[config.mk]
export PLATFORM = sky130hd
export DESIGN_NAME = fetch_pc_unit_flat
export DESIGN_NICKNAME = d
export VERILOG_FILES = /design/src/rtl/fetch_pc_if.sv /design/src/rtl/fetch_pc_unit.sv /design/src/flat_wrapper.sv
export SDC_FILE = /design/constraint.sdc
export NUM_CORES = 1
export LEC_CHECK = 0
export CAP_MARGIN = 20
export CORE_ASPECT_RATIO = 1.1
export CORE_UTILIZATION = 55
export DETAILED_ROUTE_END_ITERATION = 10
export GPL_TIMING_DRIVEN = 0
export PLACE_DENSITY = 0.77
export SLEW_MARGIN = 20
export SYNTH_ARGS = -nofsm -noshare
export SYNTH_HDL_FRONTEND = slang
export SYNTH_SLANG_ARGS = --single-unit
[constraint.sdc]
create_clock -name CLK -period 2.1 [get_ports CLK]
set_clock_uncertainty 0.05 [all_clocks]
set_input_delay 0.315 -clock CLK [delete_from_list [all_inputs] [get_ports CLK]]
set_output_delay 0.315 -clock CLK [all_outputs]
set_load 0.005 [all_outputs]
[src/rtl/fetch_pc_if.sv]
// fetch_pc_if: bundle of decode/ALU/LUT-write inputs and PC/status outputs of the fetch stage.
//   master modport: the driver side (decode, ALU, top-level control).
//   slave modport:  fetch_pc_unit.
//   Inputs to the unit:  Start, StartAddr, Stall, BranchEn, JumpEn, Halt, AluOut, AluZero,
//                        TargetIdx, LutWe, LutWAddr, LutWData.
//   Outputs of the unit: PC, Running, Done, BranchCnt.
interface fetch_pc_if #(
  parameter int unsigned PC_W = 10
);
  logic            Start;
  logic [PC_W-1:0] StartAddr;
  logic            Stall;
  logic            BranchEn;
  logic            JumpEn;
  logic            Halt;
  logic [7:0]      AluOut;
  logic            AluZero;
  logic [4:0]      TargetIdx;
  logic            LutWe;
  logic [4:0]      LutWAddr;
  logic [PC_W-1:0] LutWData;
  logic [PC_W-1:0] PC;
  logic            Running;
  logic            Done;
  logic [15:0]     BranchCnt;

  modport master (
    output Start, StartAddr, Stall, BranchEn, JumpEn, Halt, AluOut, AluZero,
           TargetIdx, LutWe, LutWAddr, LutWData,
    input  PC, Running, Done, BranchCnt
  );

  modport slave (
    input  Start, StartAddr, Stall, BranchEn, JumpEn, Halt, AluOut, AluZero,
           TargetIdx, LutWe, LutWAddr, LutWData,
    output PC, Running, Done, BranchCnt
  );
endinterface

[src/rtl/fetch_pc_unit.sv]
// fetch_pc_unit: program counter / next-PC stage.
//   Holds the PC, resolves JUMP and conditional branches (taken when AluOut[0]=1) through a
//   writable branch-target LUT indexed by the 5-bit immediate, and sequences IDLE/RUN/DONE.
// Ports:
//   CLK      - clock, all state on rising edge
//   Reset_n  - synchronous active-low reset (PC, state, counter and every LUT entry to 0)
//   bus      - fetch_pc_if.slave: Start/StartAddr/Stall/BranchEn/JumpEn/Halt/AluOut/AluZero/
//              TargetIdx/LutWe/LutWAddr/LutWData in; PC/Running/Done/BranchCnt out
// Configuration macro: FETCH_BRANCH_COUNT_EN - when defined, BranchCnt counts taken redirects
//   (saturating at 16'hFFFF, cleared on Start); otherwise BranchCnt is tied to 0.
module fetch_pc_unit #(
  parameter int unsigned PC_W      = 10,
  parameter int unsigned LUT_DEPTH = 32
) (
  input logic       CLK,
  input logic       Reset_n,
  fetch_pc_if.slave bus
);
  localparam logic [1:0] StIdle = 2'd0;
  localparam logic [1:0] StRun  = 2'd1;
  localparam logic [1:0] StDone = 2'd2;

  logic [1:0]      state_q, state_d;
  logic [PC_W-1:0] pc_q, pc_d;
  logic [PC_W-1:0] lut_q [LUT_DEPTH];
  logic [PC_W-1:0] lut_rd;
  logic            taken;
  logic            redirect;

  // AluZero is the complement of AluOut[0] by contract, so only bit 0 is consulted.
  logic unused_alu;
  assign unused_alu = ^{bus.AluOut[7:1], bus.AluZero};
  assign taken      = bus.AluOut[0];

  // Combinational read; out-of-range indices read as zero.
  always_comb begin
    lut_rd = '0;
    if (32'(bus.TargetIdx) < LUT_DEPTH) lut_rd = lut_q[bus.TargetIdx];
  end

  always_comb begin
    state_d  = state_q;
    pc_d     = pc_q;
    redirect = 1'b0;
    if (bus.Start) begin
      pc_d    = bus.StartAddr;
      state_d = StRun;
    end else if (state_q == StRun && !bus.Stall) begin
      if (bus.Halt) begin
        state_d = StDone;
      end else if (bus.JumpEn || (bus.BranchEn && taken)) begin
        pc_d     = lut_rd;
        redirect = 1'b1;
      end else begin
        pc_d = pc_q + 1'b1;
      end
    end
  end

  always_ff @(posedge CLK) begin
    if (!Reset_n) begin
      state_q <= StIdle;
      pc_q    <= '0;
    end else begin
      state_q <= state_d;
      pc_q    <= pc_d;
    end
  end

  // Writes land at the edge, so a same-cycle read of that index still sees the old entry.
  always_ff @(posedge CLK) begin
    if (!Reset_n) begin
      for (int i = 0; i < int'(LUT_DEPTH); i++) lut_q[i] <= '0;
    end else if (bus.LutWe && 32'(bus.LutWAddr) < LUT_DEPTH) begin
      lut_q[bus.LutWAddr] <= bus.LutWData;
    end
  end

  assign bus.PC      = pc_q;
  assign bus.Running = (state_q == StRun);
  assign bus.Done    = (state_q == StDone);

`ifdef FETCH_BRANCH_COUNT_EN
  logic [15:0] cnt_q, cnt_d;

  always_comb begin
    cnt_d = cnt_q;
    if (bus.Start)                        cnt_d = '0;
    else if (redirect && cnt_q != 16'hFFFF) cnt_d = cnt_q + 16'd1;
  end

  always_ff @(posedge CLK) begin
    if (!Reset_n) cnt_q <= '0;
    else          cnt_q <= cnt_d;
  end

  assign bus.BranchCnt = cnt_q;
`else
  logic unused_redirect;
  assign unused_redirect = redirect;
  assign bus.BranchCnt   = '0;
`endif
endmodule

[src/flat_wrapper.sv]
// flat-port wrapper written by rule: the top's interface ports become plain ports
module fetch_pc_unit_flat 
#(
  parameter int unsigned PC_W      = 10,
  parameter int unsigned LUT_DEPTH = 32
)
  (CLK, Reset_n, bus_Start, bus_StartAddr, bus_Stall, bus_BranchEn, bus_JumpEn, bus_Halt, bus_AluOut, bus_AluZero, bus_TargetIdx, bus_LutWe, bus_LutWAddr, bus_LutWData, bus_PC, bus_Running, bus_Done, bus_BranchCnt);
  fetch_pc_if #(.PC_W(PC_W)) bus_i ();
  input logic CLK;
  input logic Reset_n;
  input wire logic [$bits(bus_i.Start)-1:0] bus_Start;
  input wire logic [$bits(bus_i.StartAddr)-1:0] bus_StartAddr;
  input wire logic [$bits(bus_i.Stall)-1:0] bus_Stall;
  input wire logic [$bits(bus_i.BranchEn)-1:0] bus_BranchEn;
  input wire logic [$bits(bus_i.JumpEn)-1:0] bus_JumpEn;
  input wire logic [$bits(bus_i.Halt)-1:0] bus_Halt;
  input wire logic [$bits(bus_i.AluOut)-1:0] bus_AluOut;
  input wire logic [$bits(bus_i.AluZero)-1:0] bus_AluZero;
  input wire logic [$bits(bus_i.TargetIdx)-1:0] bus_TargetIdx;
  input wire logic [$bits(bus_i.LutWe)-1:0] bus_LutWe;
  input wire logic [$bits(bus_i.LutWAddr)-1:0] bus_LutWAddr;
  input wire logic [$bits(bus_i.LutWData)-1:0] bus_LutWData;
  output wire logic [$bits(bus_i.PC)-1:0] bus_PC;
  output wire logic [$bits(bus_i.Running)-1:0] bus_Running;
  output wire logic [$bits(bus_i.Done)-1:0] bus_Done;
  output wire logic [$bits(bus_i.BranchCnt)-1:0] bus_BranchCnt;
  assign bus_i.Start = bus_Start;
  assign bus_i.StartAddr = bus_StartAddr;
  assign bus_i.Stall = bus_Stall;
  assign bus_i.BranchEn = bus_BranchEn;
  assign bus_i.JumpEn = bus_JumpEn;
  assign bus_i.Halt = bus_Halt;
  assign bus_i.AluOut = bus_AluOut;
  assign bus_i.AluZero = bus_AluZero;
  assign bus_i.TargetIdx = bus_TargetIdx;
  assign bus_i.LutWe = bus_LutWe;
  assign bus_i.LutWAddr = bus_LutWAddr;
  assign bus_i.LutWData = bus_LutWData;
  assign bus_PC = bus_i.PC;
  assign bus_Running = bus_i.Running;
  assign bus_Done = bus_i.Done;
  assign bus_BranchCnt = bus_i.BranchCnt;
  fetch_pc_unit #(.PC_W(PC_W), .LUT_DEPTH(LUT_DEPTH)) u_core (.CLK(CLK), .Reset_n(Reset_n), .bus(bus_i));
endmodule
==> impl_metrics.toml <==
[drt]
drt_drc_violations_left = 0
wl_met2_um = 21500
wl_um = 44700
drt_pass1_iterations = 6
drt_iter0_drc = 1407
routedWlPerCell_um = 27.8
wl_met3_um = 4810
viasPerCell = 6.41
met1_length_um = 15600
vias = 10328
top_layer_used = "met4"
antenna_left = 0

[yosys]
yosys_warnings = 0
synth_area_um2 = 15900
synthCells = 1096
ys_types = 59
ys_seq_elements = 332
avgSynthCellArea_um2 = 14.5
synth_area_leader_cell = "edfxtp_1"
async_reset_ff_share_pct = 0
synth_ff_type = "edfxtp_1"
synth-edff-count = 320
ys_seq_area_share_pct = 62.1
yosysTopAreaCellShare_pct = 60.6
netlist_top_cells_area = "edfxtp_1 (61%), and2_1 (13%), mux4_2 (8.4%)"

[sta]
period_share_pct = 111
finalHoldViolCount = 0
worst_slack_ns = -0.231
fmax_ghz = 0.429
fin_crit_ns = 2.33
tightest_slew_ns = 0.945
finalSetupTns_ns = -8.31
setup_viol = 84
relSlewSlack_pct = 37.0
rsz0062_at_grt = "true"
slew_viol_final = 0

[place]
portBuffers = 45
place_hpwl_um = 30200
place_area_um2 = 17000
gp_congestion = 0.911
placed_cells = 1541

[global_route]
grt_pass1_vias = 10218
overflow = 0
grtUsageTotal_pct = 30.8
antenna_found_initial = 1
grt_start_max_net_pins = 14
grt_pass1_wl_um = 64900

[critical_path]
path_class = "in2reg"
start_kind = "primary input"
crit_fanout = 10
crit_path_end_kind = "register"
required_ns = 2.43
crit_arrival_ns = 2.66

[finish]
n_fill_cell = 1913
multi_input_area_um2 = 5820
design_area_um2 = 18500
mostFrequentLayoutCells = "and2_1 (320), edfxtp_1 (320), mux4_2 (59)"
syn2layout_area_growth_pct = 16.8
final_cells = 1611
diodes = 0
regArea_um2 = 9850
drive_gt1_share_pct = 21.0
nNetsFinal = 1272

[power]
power.total_w = 0.0150
ir_drop_mv = 0.533
power_leakage_nw = 6.50
powerDensity_nw_per_um2 = 808

[clock_tree]
cts_tree = "built"
cts_max_path_buffers = 3
hold_buffers = 0
cts-root-buf = "clkbuf_16"
htreeDepth = 2
cts.clk_slew.worst_paths_ns = 0.06
cts_num_sinks = 332
clk_latency_ns = 0.52
cts_made_buffers = 34

[floorplan]
core-area_um2 = 28100
dieArea_um2 = 29500
ios = 75
rows = 64
initial_core_util_pct = 56.5
die_w_um = 164
die_h_um = 180

[run]
cap_viol_max_count = 0

[outcome]
violations = "setup timing"
status = "complete, but fails checks"

[min_path]
hold_path_class = "in2reg"
## flip-flops by register name (all words and copies together), names as in the netlist
signal / count
u_core.lut_q: 320
u_core.bus.PC: 10
u_core.state_q: 2
## final timing paths
path	startpoint	end	slack, ns	cells past startpoint
setup reg to reg	u_core.bus.PC[0]	u_core.bus.PC[9]	0.19	5
hold / removal	bus_TargetIdx[3]	u_core.bus.PC[6]	0.27	3
setup / recovery	bus_LutWAddr[3]	u_core.lut_q[12][5]	-0.23	4
hold reg to reg	u_core.state_q[0]	u_core.state_q[0]	0.48	2
## synth_stat cells (4+ instances only)
master,number
a21o_1,4
a21oi_1,5
and2_1,320
buf_2,10
buf_4,23
buf_6,10
clkbuf_1,43
dfxtp_1,12
edfxtp_1,320
inv_1,4
mux2_2,10
mux2i_1,5
mux4_1,20
mux4_2,59
nand2_1,46
nand2b_1,4
nand3_1,16
nor2_1,46
nor2b_1,5
nor3_1,13
o21ai_0,42
o221ai_1,5
o22ai_1,10
## timing repair
action | CTS | global route
setup buffers | 10 | 3
pin swaps | 5 | 2
setup endpoints to repair | 457 | 285
gates resized for setup | 67 | 21
## metal layers
layer  vias up  GRT usage, %
met2       771          49.9
li1       4304             -
met1      5062          38.0
met5         -             0
met4         0          17.8
met3       191          6.86
## kinds of logic after synthesis
logic type | after synthesis | share of synthesized area, %
DFF | 332 | 62.1
buffers and inverters | 95 | 3.71
and+or+nand+nor | 476 | 17.3
other | 1 | 0.0236
muxes | 94 | 12.7
adders and majority gates | 1 | 0.0788
AOI/OAI and AO/OA | 97 | 4.06
## power by group
group / internal (W) / switching (W) / leakage (nW)
Combinational: 0.000631 / 0.000880 / 2.86
Clock: 0.00325 / 0.00247 / 0.501
Sequential: 0.00761 / 0.000128 / 3.14
Total: 0.0115 / 0.00348 / 6.50
## critical path: stages
cell	delay, ns
clkdlybuf4s50_1	0.75
nand3b_1	0.51
nor2_1	0.83
and2_1	0.25
## stage by stage
| stage | setup WS [ns] | util (%) | hold slack [ns] |
|---|---|---|---|
| after global placement | -1.78 | 59.9 | 0.469 |
| after detailed placement | -1.39 | 60.5 | 0.465 |
| after floorplan | -0.139 | - | 0.439 |
| after global routing | -0.192 | 65.9 | 0.278 |
| after CTS | -0.280 | 65.6 | 0.255 |
| final | -0.231 | 65.9 | 0.269 |
## layout make-up
type | instances | area share, %
buffer | 87 | 3.15
tap | 363 | 2.45
clock inverter | 10 | 0.250
sequential | 332 | 53.1
clock buffer | 50 | 5.31
inverter | 5 | 0.101
multi-input combinational | 684 | 31.4
timing repair buffer | 80 | 4.18
Power figures use the tool's default switching activity.
